`src/rtl/multicycle_ctrl.sv`:
```
// multicycle_ctrl: control FSM for the multi-cycle RV32I core.
// Sequences FETCH -> DECODE -> EXEC -> (MEM) -> COMMIT over one shared req/ack
// memory port. Ends in sticky HALT (ecall/ebreak) or ERROR (illegal opcode or
// memory timeout); only rst_n leaves either.
// Optional feature: define CTRL_PERF_CNT_EN to add the cycle_cnt / instret_cnt ports.
module multicycle_ctrl #(
    parameter int unsigned TMO_W       = 8,
    parameter int unsigned MEM_TIMEOUT = 255
) (
    input  logic        clk,
    input  logic        rst_n,
    input  logic [6:0]  opcode,
    input  logic        mem_ack,
    input  logic        branch_cond,
    output logic        mem_req,
    output logic        mem_we,
    output logic        mem_sel_d,
    output logic        ir_write,
    output logic        pc_write,
    output logic [1:0]  pc_src,
    output logic        reg_write,
    output logic [1:0]  wb_sel,
    output logic        alu_a_sel,
    output logic        alu_b_sel,
    output logic [2:0]  state_o,
    output logic        halted,
    output logic        illegal,
    output logic        bus_err
`ifdef CTRL_PERF_CNT_EN
    ,
    output logic [31:0] cycle_cnt,
    output logic [31:0] instret_cnt
`endif
);

    typedef enum logic [2:0] {
        S_FETCH  = 3'd0,
        S_DECODE = 3'd1,
        S_EXEC   = 3'd2,
        S_MEM    = 3'd3,
        S_COMMIT = 3'd4,
        S_HALT   = 3'd5,
        S_ERROR  = 3'd6
    } state_t;

    typedef enum logic [3:0] {
        C_R, C_I, C_LOAD, C_STORE, C_BRANCH, C_JAL, C_JALR, C_LUI, C_AUIPC, C_SYS, C_BAD
    } op_class_t;

    localparam logic [6:0] OP_R      = 7'h33;
    localparam logic [6:0] OP_I      = 7'h13;
    localparam logic [6:0] OP_LOAD   = 7'h03;
    localparam logic [6:0] OP_STORE  = 7'h23;
    localparam logic [6:0] OP_BRANCH = 7'h63;
    localparam logic [6:0] OP_JAL    = 7'h6F;
    localparam logic [6:0] OP_JALR   = 7'h67;
    localparam logic [6:0] OP_LUI    = 7'h37;
    localparam logic [6:0] OP_AUIPC  = 7'h17;
    localparam logic [6:0] OP_SYS    = 7'h73;

    localparam logic [TMO_W-1:0] TMO_LIMIT = TMO_W'(MEM_TIMEOUT);

    state_t           state_q, state_d;
    logic [6:0]       opcode_q, opcode_d;
    logic [TMO_W-1:0] tmo_cnt_q, tmo_cnt_d;
    logic             halted_q, halted_d;
    logic             illegal_q, illegal_d;
    logic             bus_err_q, bus_err_d;
    op_class_t        cls;

    // Classify the latched opcode once; every decision below uses the class.
    always_comb begin
        unique case (opcode_q)
            OP_R:      cls = C_R;
            OP_I:      cls = C_I;
            OP_LOAD:   cls = C_LOAD;
            OP_STORE:  cls = C_STORE;
            OP_BRANCH: cls = C_BRANCH;
            OP_JAL:    cls = C_JAL;
            OP_JALR:   cls = C_JALR;
            OP_LUI:    cls = C_LUI;
            OP_AUIPC:  cls = C_AUIPC;
            OP_SYS:    cls = C_SYS;
            default:   cls = C_BAD;
        endcase
    end

    // Next-state, opcode capture, memory timeout and sticky status flags.
    always_comb begin
        // NOTE: every target gets a default first so no path can infer a latch.
        state_d   = state_q;
        opcode_d  = opcode_q;
        tmo_cnt_d = '0;
        halted_d  = halted_q;
        illegal_d = illegal_q;
        bus_err_d = bus_err_q;
        unique case (state_q)
            S_FETCH, S_MEM: begin
                // Ack beats a timeout landing in the same cycle.
                if (mem_ack) begin
                    if (state_q == S_FETCH) begin
                        opcode_d = opcode;
                        state_d  = S_DECODE;
                    end else begin
                        state_d  = S_COMMIT;
                    end
                end else if (tmo_cnt_q == TMO_LIMIT) begin
                    state_d   = S_ERROR;
                    bus_err_d = 1'b1;
                end else begin
                    tmo_cnt_d = tmo_cnt_q + TMO_W'(1);
                end
            end
            S_DECODE: begin
                if (cls == C_BAD) begin
                    state_d   = S_ERROR;
                    illegal_d = 1'b1;
                end else if (cls == C_SYS) begin
                    state_d  = S_HALT;
                    halted_d = 1'b1;
                end else begin
                    state_d = S_EXEC;
                end
            end
            S_EXEC:   state_d = (cls inside {C_LOAD, C_STORE}) ? S_MEM : S_COMMIT;
            S_COMMIT: state_d = S_FETCH;
            S_HALT, S_ERROR: state_d = state_q;
            default:  state_d = S_ERROR;
        endcase
    end

    // State and status registers.
    always_ff @(posedge clk or negedge rst_n) begin
        // NOTE: sequential state uses non-blocking assignments so every flop samples pre-edge values.
        if (!rst_n) begin
            state_q   <= S_FETCH;
            opcode_q  <= '0;
            tmo_cnt_q <= '0;
            halted_q  <= 1'b0;
            illegal_q <= 1'b0;
            bus_err_q <= 1'b0;
        end else begin
            state_q   <= state_d;
            opcode_q  <= opcode_d;
            tmo_cnt_q <= tmo_cnt_d;
            halted_q  <= halted_d;
            illegal_q <= illegal_d;
            bus_err_q <= bus_err_d;
        end
    end

    // Unregistered control decode from state, latched opcode and ack.
    always_comb begin
        mem_req   = 1'b0;
        mem_we    = 1'b0;
        mem_sel_d = 1'b0;
        ir_write  = 1'b0;
        pc_write  = 1'b0;
        pc_src    = 2'd0;
        reg_write = 1'b0;
        wb_sel    = 2'd0;
        alu_a_sel = 1'b0;
        alu_b_sel = 1'b0;
        // NOTE: reset parks the FSM in FETCH, so the decode is gated by rst_n to keep
        // mem_req and ir_write low (and drop an in-flight request) while reset is held.
        if (rst_n) begin
            unique case (state_q)
                S_FETCH: begin
                    mem_req  = 1'b1;
                    ir_write = mem_ack;
                end
                S_EXEC, S_MEM: begin
                    alu_a_sel = (cls == C_AUIPC);
                    alu_b_sel = cls inside {C_I, C_LOAD, C_STORE, C_JALR, C_AUIPC};
                    if (state_q == S_MEM) begin
                        mem_req   = 1'b1;
                        mem_sel_d = 1'b1;
                        mem_we    = (cls == C_STORE);
                    end
                end
                S_COMMIT: begin
                    pc_write  = 1'b1;
                    reg_write = !(cls inside {C_STORE, C_BRANCH});
                    if (cls == C_JAL || (cls == C_BRANCH && branch_cond)) begin
                        pc_src = 2'd1;
                    end else if (cls == C_JALR) begin
                        pc_src = 2'd2;
                    end
                    if (cls == C_LOAD) begin
                        wb_sel = 2'd1;
                    end else if (cls inside {C_JAL, C_JALR}) begin
                        wb_sel = 2'd2;
                    end else if (cls == C_LUI) begin
                        wb_sel = 2'd3;
                    end
                end
                default: ;
            endcase
        end
    end

    assign state_o = state_q;
    assign halted  = halted_q;
    assign illegal = illegal_q;
    assign bus_err = bus_err_q;

`ifdef CTRL_PERF_CNT_EN
    logic [31:0] cycle_cnt_q, cycle_cnt_d;
    logic [31:0] instret_cnt_q, instret_cnt_d;

    // Free-running cycle count in live states; retired-instruction count per COMMIT.
    always_comb begin
        cycle_cnt_d   = cycle_cnt_q;
        instret_cnt_d = instret_cnt_q;
        if (state_q != S_HALT && state_q != S_ERROR) begin
            cycle_cnt_d = cycle_cnt_q + 32'd1;
        end
        if (state_q == S_COMMIT) begin
            instret_cnt_d = instret_cnt_q + 32'd1;
        end
    end

    // Performance counter registers.
    always_ff @(posedge clk or negedge rst_n) begin
        if (!rst_n) begin
            cycle_cnt_q   <= '0;
            instret_cnt_q <= '0;
        end else begin
            cycle_cnt_q   <= cycle_cnt_d;
            instret_cnt_q <= instret_cnt_d;
        end
    end

    assign cycle_cnt   = cycle_cnt_q;
    assign instret_cnt = instret_cnt_q;
`endif

endmodule

```
`config.mk`:
```
export PLATFORM = sky130hd
export DESIGN_NAME = multicycle_ctrl
export DESIGN_NICKNAME = d
export VERILOG_FILES = /design/src/rtl/multicycle_ctrl.sv
export SDC_FILE = /design/constraint.sdc
export NUM_CORES = 1
export LEC_CHECK = 0
export CAP_MARGIN = 40
export CORE_ASPECT_RATIO = 1.2
export CORE_MARGIN = 4
export CORE_UTILIZATION = 40
export DETAILED_ROUTE_END_ITERATION = 8
export GPL_TIMING_DRIVEN = 0
export PLACE_DENSITY = 0.74
export SETUP_SLACK_MARGIN = 0.02
export SLEW_MARGIN = 10
export SYNTH_ARGS = -nofsm -noshare
export SYNTH_HDL_FRONTEND = slang
export SYNTH_SLANG_ARGS = --single-unit
```
`constraint.sdc`:
```
create_clock -name clk -period 2.16 [get_ports clk]
set_input_delay 0.432 -clock clk [delete_from_list [all_inputs] [get_ports clk]]
set_output_delay 0.432 -clock clk [all_outputs]
set_load 0.02 [all_outputs]
```
==> metrics.md, run 1 <==
| Metric | Value |
|---|---|
| Routed wire length per instance | 16.0 µm |
| Core area | 3340 µm² |
| Syn Nets | 162 |
| Full die area | 4450 µm² |
| Vias per cell | 5.68 |
| Root Buffer | clkbuf_8 |
| Port bufs | 28 |
| Post-DP Area | 1720 µm² |
| Largest net degree at the start of global routing | 16 |
| CP Launch Point | opcode_q[6] |
| Slew HR | 68.2% |
| Setup slack after placement | -1.15 ns |
| Vias in the first global route | 1,351 |
| Startpoint Class | flop |
| Synth Cell Area | 1380 µm² |
| Async SR Flop Fraction | 100% |
| Boundary Pins | 29 |
| Setup TNS | -0.0182 ns |
| RSZ-0062 raised after global routing | yes |
| Clock share of power | 10.9% |
| Net Sw Frac | 42.8% |
| Pleak | 0.828 nW |
| PwrDens | 1260 nW/µm² |
| Worst Slack Setup Final | -0.0182 ns |
| Setup violations, final | 1 |
| FILL cells | 287 |
| ANT nets after route | 0 |
| Max Fclk | 459 MHz |
| FP Rows | 23 |
| Die Ht | 72.3 µm |
| Layout Skew | 0.00706 ns |
| Final HPWL DP | 2470 µm |
| Internal power | 1.35 mW |
| Post-synth top flop | dfrtp_1 |
| GPL Wtd Cong | 0.955 |
| Layout Nets | 204 |
| H-tree depth | 1 |
| Inserted Clock Buffers | 3 |
| DRC viols | 0 |
| Status | complete, but fails checks |
| Failing checks | negative setup slack |
| Initial Util | 41.3% |
| Synthesized flop and latch total | 21 |
| MaxCap Viol Count | 0 |
| Final instance area | 1890 µm² |
| Sequential fraction of design power | 27.8% |
| Register area share after synthesis | 38.1% |
| Initial antenna violation count | 0 |
| DRT Pass-1 Iters | 4 |
| Min Tclk post-route | 2.18 ns |
| Post-Syn Area per Cell | 9.19 µm² |
| Worst EP arrival | 1.75 ns |
| Total power | 2.37 mW |
| Worst Tran Pin Value | 0.473 ns |
| Share of layout cells above drive strength 1 | 25.7% |
| Peak supply drop | 0.000710 V |
| Synth Instances | 150 |
| Slew Limit Fails | 0 |
| Clock Sinks | 21 |
| Critical path class | flop to primary output |
| First-pass GRT wire length | 6180 µm |
| WP data required | 1.73 ns |
| Initial DRC Count | 57 |
| Synth unique cells | 49 |
| Global Route Usage Sum | 18.3% |
| FF-to-FF Start | tmo_cnt_q[0] |
| TritonCTS clock tree | yes |
| Switching Power | 1.01 mW |
| Final hold slack | 0.0903 ns |
| Tcrit/Tclk final | 101% |
| Worst hold-check path type | input pin to asynchronous set/reset pin |
| Final hold vios | 0 |
| Comb power frac | 61.3% |
| Die Width | 61.6 µm |
| Yosys warnings | 0 |
| WL final | 3650 µm |
| N_diodes | 0 |
| GRT Residual Overflow | 0 |
| Clock transition at path regs | 0.08 ns |
| Clock Latency Late Sink | 0.26 ns |
| Via count | 1,296 |
| Number of synthesized flops with an enable pin | 0 |
| Worst Setup End Kind | primary output |
| Syn-to-layout area delta | 36.8% |
| CP Max Fanout | 5 |
| Max Root-Sink Buffers | 2 |
-- through the flow --
step	utilization (%)	cells
2_1_floorplan	-	150
3_3_place_gp	51.1	215
3_5_place_dp	51.5	216
4_1_cts	55.2	225
5_1_grt	56.5	228
6_report	56.5	228
-- placed cells by master, fill, tap and decap left out, drive strengths merged, types with 4 or more instances in the layout --
cell type,instances
buf,22
nor2b,4
and3,4
clkdlybuf4s50,14
clkbuf,4
dlygate4sd2,4
dfrtp,21
nand2b,5
nor3,4
nand2,13
nand3,6
o21ai,11
inv,4
xnor2,4
mux2,6
nor3b,5
a21oi,6
nor2,14
-- repair_timing --
item | 4_1_cts | 5_1_grt
pin swaps | 3 | 3
hold endpoints to repair | 10 | 0
hold buffers | 1 | 0
endpoints found under the setup margin | 12 | 8
setup buffers | 4 | 2
cloned | 0 | 1
gates resized for setup | 55 | 17
-- cell families (layout without fill, tap and decap cells) --
family	after synthesis	count (layout)	share of synthesized area, %
and+or+nand+nor	68	68	28.2
AOI/OAI and AO/OA	35	35	16.7
DFF	21	21	38.1
buffers and inverters	12	53	5.35
xor gates and xnor gates	7	7	4.45
muxes	6	6	6.26
adders and majority gates	1	1	0.907
-- cells in the mapped netlist (2+ instances only) --
library cell | n | share of area (%)
a21o_1 | 2 | 1.1
a21oi_1 | 6 | 2.2
a31oi_1 | 2 | 0.91
a41oi_1 | 2 | 1.3
and2_1 | 3 | 1.4
and3_1 | 4 | 1.8
buf_2 | 5 | 1.8
buf_6 | 3 | 2.4
dfrtp_1 | 21 | 38
inv_1 | 3 | 0.82
mux2_4 | 5 | 5.4
nand2_1 | 12 | 3.3
nand2b_1 | 5 | 2.3
nand3_1 | 6 | 2.2
nor2_1 | 14 | 3.8
nor2b_1 | 4 | 1.8
nor3_1 | 4 | 1.5
nor3b_1 | 4 | 2.2
o21ai_0 | 6 | 2.2
o21ai_1 | 5 | 1.8
xnor2_1 | 4 | 2.5
xor2_1 | 3 | 1.9
-- registers in the layout, indices dropped and copies added (netlist names) --
signal     count
tmo_cnt_q      8
opcode_q       7
state_o        3
bus_err        1
halted         1
illegal        1
-- power groups by stage --
stage          combinational [mW]  clock [mW]  sequential, mW
5_1_grt                      1.57       0.276           0.669
2_1_floorplan               0.826           0           0.648
3_3_place_gp                 1.15           0           0.633
6_report                     1.45       0.259           0.657
3_5_place_dp                 1.18           0           0.637
4_1_cts                      1.31       0.262           0.648
-- final cells by class --
class,instances,area (µm²),area share [%]
clock inverter,1,5.00,0.265
tap,37,46.3,2.46
buffer,8,80.1,4.25
inverter,4,15.0,0.796
sequential,21,529,28.1
multi-input combinational,117,837,44.4
clock buffer,3,41.3,2.19
timing repair buffer,37,332,17.6
-- critical path, stage by stage, from the launching register on --
cell and delay, ns:
dfrtp_2 0.46, buf_4 0.15, nand2b_1 0.18, a21oi_1 0.14, o21bai_1 0.09, a221oi_2 0.28
buf_4 0.18
-- metal layers --
metal	vias to the layer above	wire, µm	GRT usage (%)
met5	-	0	0
met4	0	57	5.66
met3	7	190	2.14
met2	45	1990	32.6
met1	629	1420	22.2
li1	615	-	-
-- worst paths after layout --
path	to	slack [ns]	depth (start not counted)
max	pc_src[0]	-0.02	6
min	tmo_cnt_q[7]	0.09	2
max reg2reg	state_o[2]	0.50	5
min reg2reg	halted	0.46	1
max in group asynchronous	opcode_q[6]	1.14	2
min in group clk	halted	0.46	1
(Power assumes the default switching activity.)
==> run 2: changes to the inputs <==
- CORE_MARGIN: 4 -> default
==> run 2 against run 1 <==
  * The run still ends with negative setup slack left
  * Via count increased by 1.1%
  * Cell count increased by 0.44%
  * Final area decreased by 1.1%
  * Critical endpoint unchanged
  * Wire length decreased by 5.6%
==> metrics.md, run 2 (synthesis gave the netlist of run 1 again) <==
| Metric | Value |
|---|---|
| Initial Util | 41.7% (was 41.3%) |
| Core area | 3310 µm² (was 3340 µm²) |
| Min Tclk post-route | 2.21 ns (was 2.18 ns) |
| Clock Latency Late Sink | 0.27 ns (was 0.26 ns) |
| Clock transition at path regs | 0.08 ns (about the same) |
| FP Rows | 23 (unchanged) |
| Startpoint Class | flop (unchanged) |
| Status | complete, but fails checks (unchanged) |
| Slowest cell delay on critical path | 0.38 ns (was 0.46 ns) |
| Full die area | 3690 µm² (was 4450 µm²) |
| Max Root-Sink Buffers | 2 (unchanged) |
| Initial DRC Count | 37 (was 57) |
| MaxCap Viol Count | 0 (unchanged) |
| GRT Residual Overflow | 0 (unchanged) |
| Max reg flops | 8 (unchanged) |
| Critical path class | flop to primary output (unchanged) |
| Boundary Pins | 29 (unchanged) |
| Peak supply drop | 0.000756 V (was 0.000710 V) |
| WP data required | 1.73 ns (about the same) |
| Worst hold-check path type | input pin to asynchronous set/reset pin (unchanged) |
| Setup slack after placement | -1.18 ns (was -1.15 ns) |
| Worst EP arrival | 1.78 ns (was 1.75 ns) |
| Most flops, register | tmo_cnt_q (unchanged) |
| Most frequent cells in the layout | 18 x dfrtp_1, 14 x clkdlybuf4s50_1, 12 x nand2_1, 12 x nor2_1, 10 x buf_4 (was 18 x dfrtp_1, 14 x clkdlybuf4s50_1, 12 x nand2_1, 12 x nor2_1, 9 x buf_4) |
| Clock Sinks | 21 (unchanged) |
| DRC viols | 0 (unchanged) |
| Worst Slack Setup Final | -0.0539 ns (was -0.0182 ns) |
| Worst Tran Pin Value | 0.507 ns (was 0.473 ns) |
| ANT nets after route | 0 (unchanged) |
| Failing checks | negative setup slack (unchanged) |
| Worst path buffer plus inverter count | 2 (unchanged) |
| CP Launch Point | opcode_q[3] (was opcode_q[6]) |
| PwrDens | 1240 nW/µm² (was 1260 nW/µm²) |
| Slew HR | 66.1% (was 68.2%) |
| CP Max Fanout | 7 (was 5) |
| Total power | 2.30 mW (was 2.37 mW) |
| Max Fclk | 452 MHz (was 459 MHz) |
| Global Route Usage Sum | 19.5% (was 18.3%) |
| Slew Limit Fails | 0 (unchanged) |
| Root Buffer | clkbuf_8 (unchanged) |
| First-pass GRT wire length | 5640 µm (was 6180 µm) |
| Die Width | 55.6 µm (was 61.6 µm) |
| Layout Skew | 0.00705 ns (was 0.00706 ns) |
| Slowest-stage cell, CP | dfrtp_1 (was dfrtp_2) |
| H-tree depth | 1 (unchanged) |
| Vias per cell | 5.72 (was 5.68) |
| Non-filler cells, final | 229 (was 228) |
| TritonCTS clock tree | yes (unchanged) |
| Largest net degree at the start of global routing | 14 (was 16) |
| Final HPWL DP | 2420 µm (was 2470 µm) |
| Initial antenna violation count | 0 (unchanged) |
| Vias in the first global route | 1,290 (was 1,351) |
| Share of layout cells above drive strength 1 | 26.6% (was 25.7%) |
| Syn-to-layout area delta | 35.2% (was 36.8%) |
| Worst Setup End Kind | primary output (unchanged) |
| N_diodes | 0 (unchanged) |
| Setup violations, final | 2 (was 1) |
| Layout Nets | 205 (was 204) |
| FF-to-FF Start | tmo_cnt_q[0] (unchanged) |
| Top cell family by delay on the critical path | compound AO/OA/AOI/OAI gates (unchanged) |
| DRT Pass-1 Iters | 4 (unchanged) |
| Tcrit/Tclk final | 102% (was 101%) |
| WL final | 3450 µm (was 3650 µm) |
| Pleak | 0.822 nW (was 0.828 nW) |
| Placed instance count | 216 (unchanged) |
| Routed wire length per instance | 15.1 µm (was 16.0 µm) |
| Final hold vios | 0 (unchanged) |
| RSZ-0062 raised after global routing | yes (unchanged) |
| Most common cell after layout, fill and taps aside | dfrtp_1 (unchanged) |
| GPL Wtd Cong | 0.852 (was 0.955) |
| Die Ht | 66.3 µm (was 72.3 µm) |
| CP Cell Sequence | buf_6 > nor3b_4 > o21ai_1 > a211o_1 > a221oi_2 > buf_4 (was buf_4 > nand2b_1 > a21oi_1 > o21bai_1 > a221oi_2 > buf_4) |
| Via count | 1,310 (was 1,296) |
| Port bufs | 28 (unchanged) |
| Inserted Clock Buffers | 3 (unchanged) |
## run 2: where the power goes
group / switching, mW / internal (mW)
Combinational: 0.695 / 0.676
Clock: 0.140 / 0.131
Sequential: 0.150 / 0.511
Total: 0.985 / 1.32
## run 2: path summary, 6_finish.rpt
kind / slack (ns) / to / cells past startpoint
setup / recovery: -0.05 / pc_src[0] / 6
hold / removal: 0.07 / tmo_cnt_q[5] / 2
setup reg to reg: 0.47 / state_o[2] / 5
hold reg to reg: 0.46 / bus_err / 1
max in group asynchronous: 1.10 / opcode_q[6] / 2
min in group clk: 0.46 / bus_err / 1
## run 2: metrics by stage
step	utilization [%]	cell area, µm²	TNS, ns	hold slack [ns]
3_5_place_dp	52.0	1720	-9.76	0.451
2_1_floorplan	-	1380	0	0.136
6_report	56.3	1860	-0.0830	0.0750
3_3_place_gp	51.5	1710	-12.73	0.442
4_1_cts	55.2	1830	-0.0280	0.0765
5_1_grt	56.3	1860	-0.318	0.0782
## run 2: repair_timing
action / CTS / global route
cloned: 0 / 1
buffers inserted: 3 / 4
pin swaps: 1 / 3
resized for setup: 50 / 14
hold endpoints to repair: 11 / 0
hold buffers: 1 / 0
setup endpoints to repair: 12 / 7
## run 2: worst reg2reg max path, cell delays in order, from the launching register on
cell      delay, ns
dfrtp_1        0.41
ha_1           0.24
nand2_1        0.10
nor3_1         0.42
nand2b_1       0.29
o31a_1         0.17
## run 2: area by class of cell
cell class	instances	area [µm²]
well taps	37	46.3
clock inverters	1	7.51
fillers	296	1450
clock buffers	3	41.3
plain buffers	8	73.8
inverters	4	15.0
multi-input cells	117	826
repair buffers	38	325
flip-flops and latches	21	529
## run 2: layer usage
metal	share of wire, %	vias to the layer above	global-route usage [%]	wire length (µm)
li1	-	624	-	-
met1	40	623	21.9	1380
met2	53	52	37.2	1820
met3	4.6	11	1.96	159
met4	2.8	0	8.44	95
met5	0	-	0	0
==> run 3: changes to the inputs <==
- SKIP_CTS_REPAIR_TIMING: default -> 1
==> run 3 against run 2 <==
  * The flow still finishes with violations (negative setup slack)
  * Highest routed layer unchanged
  * Core utilization is 0.11 points higher
  * Power is 2.8% lower
  * Register-to-register slack better by 0.02 ns
  * Largest cell class unchanged
  * Critical endpoint unchanged
==> metrics.md, run 3 (synthesis gave the netlist of run 1 again) <==
| Metric | Value |
|---|---|
| Status | complete, but fails checks (unchanged) |
| Failing checks | negative setup slack (unchanged) |
| N_diodes | 0 (unchanged) |
| Tcrit/Tclk final | 108% (was 102%) |
| Global Route Usage Sum | 18.7% (was 19.5%) |
| ANT nets after route | 0 (unchanged) |
| Met3 GRT Util | 2.15% (was 1.96%) |
| TritonCTS clock tree | yes (unchanged) |
| Full die area | 3690 µm² (unchanged) |
| Worst Tran Pin Value | 0.457 ns (was 0.507 ns) |
| Final hold vios | 0 (unchanged) |
| Worst R2R End | state_o[2] (unchanged) |
| Vias in the first global route | 1,248 (was 1,290) |
| Layout Skew | 0.00794 ns (was 0.00705 ns) |
| Clock share of power | 12.2% (was 11.8%) |
| Pleak | 0.913 nW (was 0.822 nW) |
| Syn-to-layout area delta | 35.5% (was 35.2%) |
| Largest net degree at the start of global routing | 15 (was 14) |
| Reg2Reg Depth | 5 (unchanged) |
| Routed wire length per instance | 14.9 µm (was 15.1 µm) |
| CP Max Fanout | 10 (was 7) |
| Root Buffer | clkbuf_8 (unchanged) |
| M1 GR Usage | 21.4% (was 21.9%) |
| Die Ht | 66.3 µm (unchanged) |
| Initial DRC Count | 39 (was 37) |
| Share of layout cells above drive strength 1 | 24.9% (was 26.6%) |
| Most common cell after layout, fill and taps aside | dfrtp_1 (unchanged) |
| Initial Util | 41.7% (unchanged) |
| Layout Nets | 206 (was 205) |
| First-pass GRT wire length | 5450 µm (was 5640 µm) |
| Critical path class | flop to primary output (unchanged) |
| Total power | 2.24 mW (was 2.30 mW) |
| Vias per cell | 5.69 (was 5.72) |
| Setup slack after placement | -1.18 ns (unchanged) |
| Slew HR | 69.3% (was 66.1%) |
| Gr busiest metal | met2 (unchanged) |
| H-tree depth | 1 (unchanged) |
| Clock transition at path regs | 0.09 ns (was 0.08 ns) |
| Via count | 1,308 (was 1,310) |
| Final hold slack | 0.0174 ns (was 0.0750 ns) |
| Met2 Use GR | 34.8% (was 37.2%) |
| Max Root-Sink Buffers | 2 (unchanged) |
| Switching Power | 0.961 mW (was 0.985 mW) |
| RSZ-0062 raised after global routing | yes (unchanged) |
| Net Sw Frac | 42.9% (was 42.8%) |
| WL final | 3430 µm (was 3450 µm) |
| Boundary Pins | 29 (unchanged) |
| Clock Sinks | 21 (unchanged) |
| FP Rows | 23 (unchanged) |
| WP data required | 1.73 ns (about the same) |
| Clock Latency Late Sink | 0.27 ns (about the same) |
| Worst hold-check path type | input pin to asynchronous set/reset pin (unchanged) |
| Worst Slack Setup Final | -0.168 ns (was -0.0539 ns) |
| DRT Pass-1 Iters | 4 (unchanged) |
| Worst Setup End Kind | primary output (unchanged) |
| Slew Limit Fails | 0 (unchanged) |
| Startpoint Class | flop (unchanged) |
| Max reg flops | 8 (unchanged) |
| DRC viols | 0 (unchanged) |
| Internal power | 1.28 mW (was 1.32 mW) |
| GRT Residual Overflow | 0 (unchanged) |
| GPL Wtd Cong | 0.852 (unchanged) |
| Core area | 3310 µm² (unchanged) |
| Initial antenna violation count | 0 (unchanged) |
| Worst EP arrival | 1.90 ns (was 1.78 ns) |
| Min Tclk post-route | 2.33 ns (was 2.21 ns) |
| Final HPWL DP | 2420 µm (unchanged) |
| Peak supply drop | 0.000744 V (was 0.000756 V) |
| FF-to-FF Start | tmo_cnt_q[0] (unchanged) |
| Inserted Clock Buffers | 3 (unchanged) |
| Max Fclk | 430 MHz (was 452 MHz) |
| Die Width | 55.6 µm (unchanged) |
| Reg2reg setup slack | 0.49 ns (was 0.47 ns) |
| Sequential fraction of design power | 29.3% (was 28.7%) |
| Port bufs | 28 (unchanged) |
| Most flops, register | tmo_cnt_q (unchanged) |
| PwrDens | 1200 nW/µm² (was 1240 nW/µm²) |
| Comb power frac | 58.6% (was 59.5%) |
| Most frequent cells in the layout | 18 x dfrtp_1, 14 x clkdlybuf4s50_1, 12 x nand2_1, 12 x nor2_1, 10 x buf_4 (unchanged) |
| MaxCap Viol Count | 0 (unchanged) |
| Setup violations, final | 3 (was 2) |
[run 3: worst max path at each step]
stage | startpoint | to | slack, ns | depth (start not counted)
floorplan | state_o[1] | pc_src[0] | 0.1 | 4
global route | opcode_q[6] | pc_src[0] | -0.31 | 6
detailed placement | rst_n | pc_src[0] | -1.18 | 6
CTS | rst_n | pc_src[0] | -1.20 | 6
finish | opcode_q[6] | pc_src[0] | -0.17 | 6
global placement | rst_n | pc_src[0] | -1.47 | 5
[run 3: layer usage]
layer  part of all wire, %  vias up
li1                      -      622
met1                    43      633
met2                    50       39
met3                   3.8       14
met4                   3.4        0
met5                     0        -
[run 3: power groups by stage]
stage                     Clock (mW)  Sequential, mW  Combinational, mW
final                          0.272           0.655               1.31
after global routing           0.293           0.671               1.42
after CTS                      0.276           0.632               1.18
after detailed placement           0           0.640               1.17
after global placement             0           0.635               1.14
after floorplan                    0           0.648              0.826
[run 3: worst max-delay path, cell delays in order (launching register included)]
cell      delay [ns]
dfrtp_2         0.47
buf_2           0.22
xnor2_1         0.22
nand2_1         0.08
a21bo_1         0.19
a221oi_1        0.23
buf_2           0.21
[run 3: layout make-up]
| cell class | instances | area [µm²] |
|---|---|---|
| Clock inverter | 1 | 7.51 |
| Inverter | 4 | 15.0 |
| Fill cell | 287 | 1440 |
| Multi-Input combinational cell | 117 | 806 |
| Tap cell | 37 | 46.3 |
| Clock buffer | 3 | 41.3 |
| Buffer | 8 | 61.3 |
| Timing Repair Buffer | 39 | 362 |
| Sequential cell | 21 | 529 |
[run 3: metrics by stage]
step / cells / cell area [µm²] / util (%) / TNS, ns
final: 230 / 1870 / 56.4 / -0.219
after global routing: 230 / 1870 / 56.4 / -0.577
after global placement: 215 / 1710 / 51.5 / -12.73
after floorplan: 150 / 1380 / - / 0
after detailed placement: 216 / 1720 / 52.0 / -9.76
after CTS: 220 / 1770 / 53.5 / -9.89
